==> config.mk <==
export PLATFORM = sky130hd
export DESIGN_NAME = and16_bist
export DESIGN_NICKNAME = d
export VERILOG_FILES = /design/src/rtl/and16_bist.sv
export SDC_FILE = /design/constraint.sdc
export NUM_CORES = 1
export LEC_CHECK = 0
export ABC_AREA = 1
export CAP_MARGIN = 20
export CORE_MARGIN = 3
export CORE_UTILIZATION = 30
export CTS_CLUSTER_DIAMETER = 30
export CTS_CLUSTER_SIZE = 28
export DETAILED_ROUTE_END_ITERATION = 6
export GPL_TIMING_DRIVEN = 1
export PLACE_DENSITY_LB_ADDON = 0.12
export SLEW_MARGIN = 20
export SYNTH_ARGS = -nofsm -noshare
export SYNTH_HDL_FRONTEND = slang
export SYNTH_SLANG_ARGS = --single-unit
export TNS_END_PERCENT = 5
==> constraint.sdc <==
create_clock -name clk -period 1.9 [get_ports clk]
set_input_delay 0.57 -clock clk [delete_from_list [all_inputs] [get_ports clk]]
set_output_delay 0.57 -clock clk [all_outputs]
set_load 0.05 [all_outputs]
==> src/rtl/and16_bist.sv <==
`timescale 1ns/1ps
`default_nettype none
// ============================================================================
// Module   : and16_bist
// Purpose  : Self-test sequencer for a 16-bit bitwise AND unit; walks a fixed
//            vector set and reports pass/fail, error count and first failure.
// Revision : 1.0 - initial release
// ============================================================================
module and16_bist #(
    parameter int SETTLE       = 1,
    parameter bit STOP_ON_FAIL = 1'b0
) (
    input  logic        clk,
    input  logic        reset,
    input  logic        start,
    output logic [15:0] dut_a,
    output logic [15:0] dut_b,
    input  logic [15:0] dut_out,
    output logic        busy,
    output logic        done,
    output logic        pass,
    output logic [3:0]  err_count,
    output logic [2:0]  fail_index,
    output logic [15:0] fail_value
);

    typedef enum logic [2:0] {
        S_IDLE  = 3'd0,
        S_DRIVE = 3'd1,
        S_WAIT  = 3'd2,
        S_CHECK = 3'd3,
        S_DONE  = 3'd4
    } state_t;

    localparam logic [2:0] c_LAST_IDX    = 3'd5;
    localparam logic [2:0] c_NO_FAIL     = 3'd7;
    localparam logic [3:0] c_ERR_MAX     = 4'd15;
    localparam logic [3:0] c_SETTLE_LAST = 4'(SETTLE - 1);

    state_t      r_state, w_state_next;
    logic [2:0]  r_idx, w_idx_next;
    logic [3:0]  r_cnt, w_cnt_next;
    logic [15:0] r_a, w_a_next;
    logic [15:0] r_b, w_b_next;
    logic [3:0]  r_err, w_err_next;
    logic [2:0]  r_fidx, w_fidx_next;
    logic [15:0] r_fval, w_fval_next;
    logic        w_mismatch;
    logic [31:0] w_first_vec;
    logic [31:0] w_next_vec;

    // Operand pairs packed as {a, b}; the expected result is never stored.
    function automatic logic [31:0] rom_vec(input logic [2:0] idx);
        case (idx)
            3'd0:    rom_vec = {16'h0000, 16'h0000};
            3'd1:    rom_vec = {16'h0000, 16'hFFFF};
            3'd2:    rom_vec = {16'hFFFF, 16'hFFFF};
            3'd3:    rom_vec = {16'hAAAA, 16'h5555};
            3'd4:    rom_vec = {16'h3CC3, 16'h0FF0};
            3'd5:    rom_vec = {16'h1234, 16'h9876};
            default: rom_vec = 32'h0;
        endcase
    endfunction

    assign w_first_vec = rom_vec(3'd0);
    assign w_next_vec  = rom_vec(r_idx + 3'd1);
    assign w_mismatch  = (dut_out != (r_a & r_b));

    always_comb begin
        w_state_next = r_state;
        w_idx_next   = r_idx;
        w_cnt_next   = r_cnt;
        w_a_next     = r_a;
        w_b_next     = r_b;
        w_err_next   = r_err;
        w_fidx_next  = r_fidx;
        w_fval_next  = r_fval;
        case (r_state)
            S_IDLE, S_DONE: begin
                if (start) begin
                    w_state_next = S_DRIVE;
                    w_idx_next   = 3'd0;
                    w_cnt_next   = 4'd0;
                    w_a_next     = w_first_vec[31:16];
                    w_b_next     = w_first_vec[15:0];
                    w_err_next   = 4'd0;
                    w_fidx_next  = c_NO_FAIL;
                    w_fval_next  = 16'h0000;
                end
            end
            S_DRIVE: begin
                w_state_next = S_WAIT;
                w_cnt_next   = 4'd0;
            end
            S_WAIT: begin
                if (r_cnt == c_SETTLE_LAST) begin
                    w_state_next = S_CHECK;
                end else begin
                    w_cnt_next = r_cnt + 4'd1;
                end
            end
            S_CHECK: begin
                if (w_mismatch) begin
                    if (r_err != c_ERR_MAX) begin
                        w_err_next = r_err + 4'd1;
                    end
                    if (r_fidx == c_NO_FAIL) begin
                        w_fidx_next = r_idx;
                        w_fval_next = dut_out;
                    end
                end
                if ((w_mismatch && STOP_ON_FAIL) || (r_idx == c_LAST_IDX)) begin
                    w_state_next = S_DONE;
                end else begin
                    w_state_next = S_DRIVE;
                    w_idx_next   = r_idx + 3'd1;
                    w_a_next     = w_next_vec[31:16];
                    w_b_next     = w_next_vec[15:0];
                end
            end
            default: w_state_next = S_IDLE;
        endcase
    end

    always_ff @(posedge clk) begin
        if (reset) begin
            r_state <= S_IDLE;
            r_idx   <= 3'd0;
            r_cnt   <= 4'd0;
            r_a     <= 16'h0000;
            r_b     <= 16'h0000;
            r_err   <= 4'd0;
            r_fidx  <= c_NO_FAIL;
            r_fval  <= 16'h0000;
        end else begin
            r_state <= w_state_next;
            r_idx   <= w_idx_next;
            r_cnt   <= w_cnt_next;
            r_a     <= w_a_next;
            r_b     <= w_b_next;
            r_err   <= w_err_next;
            r_fidx  <= w_fidx_next;
            r_fval  <= w_fval_next;
        end
    end

    assign dut_a      = r_a;
    assign dut_b      = r_b;
    assign busy       = (r_state == S_DRIVE) || (r_state == S_WAIT) || (r_state == S_CHECK);
    assign done       = (r_state == S_DONE);
    assign pass       = done && (r_err == 4'd0);
    assign err_count  = r_err;
    assign fail_index = r_fidx;
    assign fail_value = r_fval;

endmodule
`default_nettype wire

After elaboration in Yosys (flattened, before gate mapping). Index checks and enable logic that the tools add are counted. W data, S select, Z words.

Bits of input ports: 19. Word-level logic and storage cells: 72. Output and inout port bits: 58. Bits in registers: 65.

Bitwise operators: 1. Multiplexer cells: 26. Equal/unequal tests: 20. Reduce and logical (&&, ||, !) cells: 14. Add/sub/neg operators: 3.

Operators with widths (count): $pmux W32 S5 (1); $pmux W16 S2 (3); $mux W16 (5); $mux W3 (8); $and A16 B16 Y16 (1); $mux W4 (4); $ne A16 B16 Y1 (1); $eq A3 B3 Y1 const B (5); $ne A2 B2 Y1 const B (7); $eq A3 B2 Y1 const B (4); $pmux W3 S2 (2); $pmux W3 S4 (1); $pmux W4 S3 (1); $add A4 B1 Y4 const B (2); $logic_not A4 Y1 (2); $pmux W4 S2 (1); $reduce_and A4 Y1 (2); $eq A3 B1 Y1 const B (2); $reduce_and A3 Y1 (2); $ne A4 B4 Y1 const B (1); $add A3 B1 Y3 const B (1); $logic_not A3 Y1 (1); $reduce_bool A3 Y1 (1); $logic_or A1 B1 Y1 (2); other kinds (4) (4).

Longest topological paths before layout. Gate-level depths: netlist of the first run.

Depth after elaboration: 5. Depth in mapped cells: 12. Mapped depth without buffers: 11.

Least setup slack after synthesis of the first run. No wires, ideal clock.

Path type: register to output. Start point: reg r_err[0] (netlist: err_count[0]). End point: out pass. Arrival time: 1.918 ns. Stages on the path, launching flop included: 5. Buffers on the path: 0. Slack: -0.588 ns. Required time: 1.330 ns. Cells stage by stage: dfxtp_1 -> inv_1 -> ha_1 -> nand3_1 -> nor3_1.

Longest elaborated chain between the ends: 2.

Ends and longest elaborated chain: start: declaration (line 45) `logic [3:0] r_err, w_err_next;`; start signal: assignment (line 141) `r_err <= w_err_next;`; $logic_not A4 Y1 (line 151) `assign pass = done && (r_err == 4'd0);`; $logic_and A1 B1 Y1 (line 151); end: declaration (line 21) `output logic pass,`.

Every way passes these cells.

Worst setup path in the final report of the first run. Ends and elaborated chain as after synthesis.

==> results of run 1 <==
-- synthesized netlist by cell type, drive strengths merged (2+ instances only) --
| cell type | count | area share (%) |
|---|---|---|
| buf | 24 | 6.1 |
| nor3 | 4 | 0.72 |
| nor3b | 2 | 0.54 |
| nand4 | 3 | 0.67 |
| nand2 | 121 | 17 |
| nor2 | 57 | 7.8 |
| xor2 | 3 | 0.94 |
| o21ai | 12 | 2.3 |
| dfxtp | 48 | 34 |
| ha | 10 | 4.5 |
| or2 | 2 | 0.45 |
| a21oi | 31 | 5.6 |
| a31oi | 2 | 0.45 |
| o31ai | 2 | 0.54 |
| nand3 | 45 | 8.7 |
| clkbuf | 6 | 0.81 |
| inv | 56 | 7.5 |
-- state kept, by name, summed over array words and instances, names as in the netlist --
register and count:
r_state 3, dut_b 8, err_count 4, r_idx 3, fail_value 16, fail_index 3, dut_a 7, r_cnt 4
-- placed cells by master (no fill, tap or decap), types with 3 or more instances in the layout --
cell type,synthesis,routed
o21ai_0,11,11
dlymetal6s2s_1,0,11
dfxtp_2,0,4
buf_12,0,43
a21oi_1,31,30
xor2_1,3,3
clkdlybuf4s50_1,0,5
nand3_1,43,40
nor3_1,4,3
ha_1,10,10
nor2_2,1,5
inv_1,54,51
dfxtp_1,48,44
inv_2,2,5
nor2_1,56,51
clkbuf_8,0,6
nand3_2,1,3
nand2_1,120,119
nand4_1,3,3
buf_4,17,53
-- metal layers --
| metal | vias to the layer above | part of all wire, % | track usage, % |
|---|---|---|---|
| met4 | 0 | 0.77 | 3.33 |
| met2 | 54 | 47 | 25.3 |
| met1 | 1298 | 48 | 22.4 |
| li1 | 1534 | - | - |
| met5 | - | 0 | 0 |
| met3 | 9 | 4.0 | 2.66 |
-- report_power, final --
group	switching [mW]	internal (mW)	leakage [nW]
Sequential	0.161	1.18	0.394
Clock	0.341	0.298	0.0455
Combinational	1.33	0.862	1.71
-- how the worst max path moves through the flow --
stage                 startpoint      endpoint  depth (start not counted)
global route        err_count[0]          pass                          5
floorplan              dut_a[13]  err_count[2]                         11
detailed placement   dut_out[12]  err_count[1]                         10
global placement     dut_out[10]  err_count[1]                         11
CTS                 err_count[0]          pass                          5
finish              err_count[0]          pass                          5
-- cell families after synthesis --
group / count (synthesis) / share of synthesized area (%)
flip-flops: 48 / 34.5
adder cells (fa/ha/maj): 10 / 4.49
buffers and inverters: 86 / 14.4
AND/OR/NAND/NOR: 235 / 35.7
AO/OA/AOI/OAI: 50 / 9.65
XOR/XNOR: 4 / 1.26
-- worst min-delay path, cell delays in order (launching register included) --
cell,delay [ps]
dfxtp_1,340
a21oi_1,40
nor2_1,80
-- area by class of cell --
cell class,count,area (um2)
fill,857,4490
timing repair buffer,117,1510
multi-input combinational,299,1490
sequential,48,966
inverter,56,210
tap,108,135
clock buffer,8,90.1
-- what timing repair did --
action	CTS	global route
pin swaps	0	9
setup endpoints to repair	10	29
resized for setup	4	33
gates cloned	0	2
-- metrics by stage --
step,cell area (um2),util [%]
final,4400,49.5
after global routing,4400,49.5
after CTS,4270,48.0
after detailed placement,4180,47.0
after global placement,4180,47.0
after floorplan,2800,-
==> qor.yml, run 1 <==
hp-class: "register to register"
synth_flop_cell: "dfxtp_1"
setup_violations: 0
diodes: 0
period_minus_slack_ps: 1860
wl_per_cell_um: 12.9
ys_seq_elements: 48
drtIter0Drc: 100
powerDensity_nw_per_um2: 948
core_area_um2: 8890
wirelength_um: 8230
grt.total_usage_pct: 15.8
dp_slack_ps: -350
nets: 556
slew_violations: 0
power_leakage_nw: 2.15
finClkSkew_ps: 6.73
max_freq_mhz: 537
cts_root_buffer: "clkbuf_8"
period_share_pct: 98.0
layout_setup_ws_ps: 38.1
required_ps: 1330
worstSkewPairLatency_ps: 300
dpl.hpwl_um: 6280
cp_max_fo: 3
start_util_pct: 31.3
worstMarginPinSlew_ps: 365
grt_max_degree: 31
cts_tree: "done"
via_per_inst: 4.55
cp.arrival_ps: 1290
place.gp.congestion: 0.891
synth_fp_nets: 462
critical_path_class: "register to output port"
whs_endpoint: "fail_value[10]"
portBuffers: 76
antenna_found_initial: 0
firstDrtPassIters: 4
status: "finished, final reports clean"
ctsLongestPathBuffers: 2
die_height_um: 102
worst_slew_margin_rel_pct: 75.5
p_total_mw: 4.17
cp_top_family: "flip-flops"
crit_slowest_cell: "dfxtp_2"
rsz0062_at_grt: "true"
critPathMaxStageDelay_ps: 340
drc_errors: 0
grt_first_pass_wirelength_um: 13400
fin_hold_ws_ps: 491
yosysSeqAreaShare_pct: 34.5
worst_ir_drop_vdd_uv: 432
drive_gt1_share_pct: 25.0
rr_worst_depth: 11
dp.cells: 626
worstHoldStart: "fail_value[10]"
cp-end-kind: "output port"
cts_setup_buffers: 0
cp-start-kind: "register"
stdcell_count: 636
final-hold-violation-count: 0
synthArstFlopShare_pct: 0
avgSynthCellArea_um2: 6.44
h-tree-depth: 2
cts_hold_buffers: 0
path_clk_slew_ps: 90
r2r-end: "fail_value[3]"
worstHoldPathCells: 2
drv_cap: 0
grt_pass1_vias: 2736
critPathBufInv: 2
synth_warnings: 0
r2r-start: "r_state[2]"
grt-ovfl-total: 0
ys_types: 30
fin_setup_tns_ps: 0
rows: 34
r2r_slack_ps: 170
syn_inst: 433
cts_buffers: 5
dieWidth_um: 102
area_growth_pct: 57.8
synth-edff-count: 0
clock-sinks: 48
ant_nets: 0
vias: 2895
syn_area_um2: 2790
path_cells: "inv_2 -> ha_1 -> nand3_2 -> nor3_4 -> buf_12"
io_pins: 77
dieArea_um2: 10500
Note: power is estimated with default switching activity, not from simulation.
==> run 2: changes to the inputs <==
--- a/config.mk
+++ b/config.mk
@@ -7,7 +7,7 @@
 export LEC_CHECK = 0
 export ABC_AREA = 1
 export CAP_MARGIN = 20
-export CORE_MARGIN = 3
+export CORE_MARGIN = 4
 export CORE_UTILIZATION = 30
 export CTS_CLUSTER_DIAMETER = 30
 export CTS_CLUSTER_SIZE = 28
==> run 2 against run 1 <==
Compared with the run above:
- register-to-register slack gained 40 ps
- clock power down 1%
- via count hardly changed
- first-iteration DRC count increased by 52%
- die area grew 3.9%
- fmax is 2.3% higher
- hold slack got worse by 4.2 ps
- setup slack improved by 43 ps
- final cell count is 0.16% higher
- critical path depth shrank 1
- core utilization down 0.49 points
- global-route usage decreased by 0.94 points
- critical path type unchanged
- critical endpoint unchanged
- largest cell class is now multi-input combinational cells
==> qor.yml, run 2 (synthesis results as in run 1) <==
start_util_pct: 31.3
nets: 557
drc_errors: 0
pwr-share-comb_pct: 52.7
path_clk_slew_ps: 90
period_share_pct: 95.7
fin_setup_tns_ps: 0
drtIter0Drc: 152
critical_path_class: "register to output port"
p_total_mw: 4.14
switchingPower_mw: 1.81
dp.cells: 627
drive_gt1_share_pct: 25.3
powerDensity_nw_per_um2: 951
portBuffers: 76
layout_common_cells: "nand2_1 (120), buf_4 (57), nor2_1 (52), inv_1 (50), dfxtp_1 (44)"
switching_share_pct: 43.8
worstMarginPinSlew_ps: 347
vias: 2897
status: "finished, final reports clean"
cts_buffers: 5
hp-class: "register to register"
core_area_um2: 8890
dpl.hpwl_um: 6300
worst_slew_margin_rel_pct: 76.7
cp_max_fo: 5
grt_max_degree: 31
dieWidth_um: 104
grt.total_usage_pct: 14.9
die_height_um: 104
worstHoldPathCells: 2
crit_path_start: "r_state[1]"
drv_cap: 0
rr_worst_depth: 9
cts_tree: "done"
cp.arrival_ps: 1250
slew_violations: 0
layout_setup_ws_ps: 80.8
pwr-share-clk_pct: 15.2
grt_pass1_vias: 2765
final_util_pct: 49.0
ctsLongestPathBuffers: 2
area_growth_pct: 56.2
cp-start-kind: "register"
final-hold-violation-count: 0
firstDrtPassIters: 4
wl_per_cell_um: 12.6
h-tree-depth: 2
required_ps: 1330
pwr-share-seq_pct: 32.1
wirelength_um: 8020
grt-ovfl-total: 0
cts_hold_buffers: 0
io_pins: 77
worstHoldStart: "fail_value[3]"
power_leakage_nw: 2.12
finClkSkew_ps: 5.90
worst_ir_drop_vdd_uv: 424
largest_register_ffs: 16
final_common_cell: "nand2_1"
grt_first_pass_wirelength_um: 13500
period_minus_slack_ps: 1820
stdcell_count: 637
r2r-start: "r_idx[1]"
dp_slack_ps: -352
antenna_found_initial: 0
clock-sinks: 48
setup_violations: 0
place.gp.congestion: 0.882
dieArea_um2: 10900
p_int_mw: 2.33
worstSkewPairLatency_ps: 300
diodes: 0
via_per_inst: 4.55
rows: 34
cp-end-kind: "output port"
max_freq_mhz: 550
cts_root_buffer: "clkbuf_8"
ant_nets: 0
run 2: cell count changes in the layout (fill, tap and decap cells not counted), sizes merged:
| cell | change |
|---|---|
| clkbuf | -3 |
| buf | +2 |
| dlymetal6s2s | -1 |
| clkdlybuf4s50 | +1 |
| clkinv | +2 |
run 2: final cells by class:
class	count	area, um2
fill	882	4540
multi-input combinational	299	1480
timing repair buffer	118	1470
sequential	48	966
inverter	56	210
tap	108	135
clock buffer	6	82.6
clock inverter	2	10.0
run 2: layer usage:
metal | GRT usage, % | up-vias | wire length, um
met1 | 20.5 | 1305 | 3970
met5 | 0 | - | 0
li1 | - | 1534 | -
met2 | 24.3 | 52 | 3690
met3 | 3.04 | 6 | 288
met4 | 2.56 | 0 | 70
run 2: worst paths after layout:
check | endpoint | slack, ps
setup / recovery | pass | 80
hold / removal | fail_value[3] | 490
setup reg to reg | dut_b[9] | 210
hold reg to reg | fail_value[3] | 490
run 2: worst max-delay path, stage by stage, from the launching register on:
cell and delay, ps:
dfxtp_1 350, nor2_2 160, inv_2 90, nor3_4 200
buf_12 160
run 2: per-stage QoR:
step | area, um2 | hold WS (ps)
after floorplan | 2800 | 472
after global placement | 4160 | 467
after detailed placement | 4160 | 468
after CTS | 4280 | 492
after global routing | 4350 | 518
final | 4350 | 487
run 2: timing repair:
action | in CTS | in global routing
pin swaps | 2 | 7
gates resized for setup | 11 | 22
endpoints found under the setup margin | 24 | 28
setup buffers | 1 | 1
endpoints found under the hold margin | 0 | 0
run 2: power groups by stage:
stage | clock network [mW] | registers, mW | logic, mW
floorplan | 0 | 1.79 | 0.879
global placement | 0 | 1.34 | 2.14
detailed placement | 0 | 1.34 | 2.15
CTS | 0.661 | 1.32 | 2.18
global route | 0.679 | 1.36 | 2.37
finish | 0.631 | 1.33 | 2.18
==> run 3: changes to the inputs <==
--- a/config.mk
+++ b/config.mk
@@ -13,7 +13,7 @@
 export CTS_CLUSTER_SIZE = 28
 export DETAILED_ROUTE_END_ITERATION = 6
 export GPL_TIMING_DRIVEN = 1
-export PLACE_DENSITY_LB_ADDON = 0.12
+export PLACE_DENSITY_LB_ADDON = 0.15
 export SLEW_MARGIN = 20
 export SYNTH_ARGS = -nofsm -noshare
 export SYNTH_HDL_FRONTEND = slang
==> run 3 against run 2 <==
Compared with the run above:
- first-iteration DRC count is 18% higher
- hold slack improved by 13 ps
- clock skew about the same
- flip-flop and latch count is the same
- cell area increased by 2.9%
==> qor.yml, run 3 (synthesis results as in run 1) <==
crit_slowest_cell: "clkdlybuf4s50_1"
cp_top_family: "buffers and inverters"
path_cells: "clkdlybuf4s50_1 -> inv_1 -> nand3_1 -> nand2_1 -> inv_1 -> nand3_1 -> nor2_2 -> nand3_4 -> clkbuf_16 -> a21oi_1 -> nor2_1"
largest_register_ffs: 16
critPathMaxStageDelay_ps: 480
multi_input_area_um2: 1540
cp_max_fo: 7
cts_root_buffer: "clkbuf_8"
start_util_pct: 31.3
diodes: 0
die_height_um: 104
grt-ovfl-total: 0
firstDrtPassIters: 5
dieWidth_um: 104
max_freq_mhz: 535
drtIter0Drc: 179
ant_nets: 0
finClkSkew_ps: 6.32
worstMarginPinSlew_ps: 355
dpl.hpwl_um: 6330
core_area_um2: 8890
cts_buffers: 5
cp-end-kind: "register"
status: "finished, final reports clean"
powerDensity_nw_per_um2: 979
slew_violations: 0
worst_ir_drop_vdd_uv: 387
rows: 34
critical_path_class: "primary input to register"
cts_tree: "done"
regArea_um2: 966
vias: 2931
p_total_mw: 4.38
clock-sinks: 48
worst_slew_margin_rel_pct: 76.1
fin_hold_ws_ps: 500
cp-start-kind: "primary input"
path_clk_slew_ps: 90
portBuffers: 76
dieArea_um2: 10900
power_leakage_nw: 2.15
period_share_pct: 98.4
place_area_um2: 4150
wl_per_cell_um: 13.1
grt.total_usage_pct: 15.0
cts_setup_buffers: 0
stdcell_count: 633
hp-class: "register to register"
wirelength_um: 8280
antenna_found_initial: 0
period_minus_slack_ps: 1870
drv_cap: 0
grt_max_degree: 31
ctsLongestPathBuffers: 2
final_area_um2: 4480
drive_gt1_share_pct: 27.2
io_pins: 77
final-hold-violation-count: 0
critPathBufInv: 4
setup_violations: 0
grt_first_pass_wirelength_um: 13600
cp.arrival_ps: 2080
drc_errors: 0
fill_cells: 862
area_growth_pct: 60.7
required_ps: 2110
place.gp.congestion: 0.836
final_common_cell: "nand2_1"
worstSkewPairLatency_ps: 300
layout_common_cells: "nand2_1 (120), buf_4 (50), inv_1 (49), nor2_1 (48), dfxtp_1 (44)"
h-tree-depth: 2
nets: 553
via_per_inst: 4.63
dp.cells: 623
grt_pass1_vias: 2791
rsz0062_at_grt: "true"
[run 3: final timing paths]
path	from	to	slack, ps	cells past startpoint
worst max register to register	r_idx[1]	dut_b[9]	170	9
worst min-delay path	fail_value[12]	fail_value[12]	500	2
worst max-delay path	dut_out[1]	fail_value[10]	30	11
worst min register to register	fail_value[12]	fail_value[12]	500	2
[run 3: per-stage QoR]
step	worst slack (ps)	TNS, ps	util (%)
2_1_floorplan	-72.3	-1130	-
3_3_place_gp	-283	-5990	46.7
3_5_place_dp	-346	-7450	46.7
4_1_cts	1.97	0	48.5
5_1_grt	-23.6	-97.1	50.4
6_report	30.7	0	50.4
[run 3: timing repair]
action,in CTS,in global routing
endpoints found under the setup margin,6,29
pin swaps,2,9
resized for setup,11,36
gates cloned,0,2
hold buffers,0,0
[run 3: power by group]
group	switching [mW]	leakage [nW]	internal [mW]
combinational	1.35	1.70	0.879
sequential	0.160	0.394	1.18
clock	0.350	0.0645	0.465
[run 3: worst min-delay path: cells and delay by family (launching register included)]
family	cells	cell delay, ps
flip-flops	1	340
AND/OR/NAND/NOR	1	80
AO/OA/AOI/OAI	1	50
[run 3: layer usage]
layer	share of wire, %	wire, um	track usage (%)
met1	45	3760	19.8
met2	48	3990	25.0
met3	5.2	434	3.35
met4	1.0	86	3.61
met5	0	0	0
[run 3: cell type report]
| type | instances | share of cell area [%] |
|---|---|---|
| tap | 108 | 3.02 |
| clock inverter | 1 | 0.671 |
| clock buffer | 7 | 2.15 |
| inverter | 56 | 4.69 |
| sequential | 48 | 21.6 |
| timing repair buffer | 114 | 33.5 |
| multi-input combinational | 299 | 34.4 |
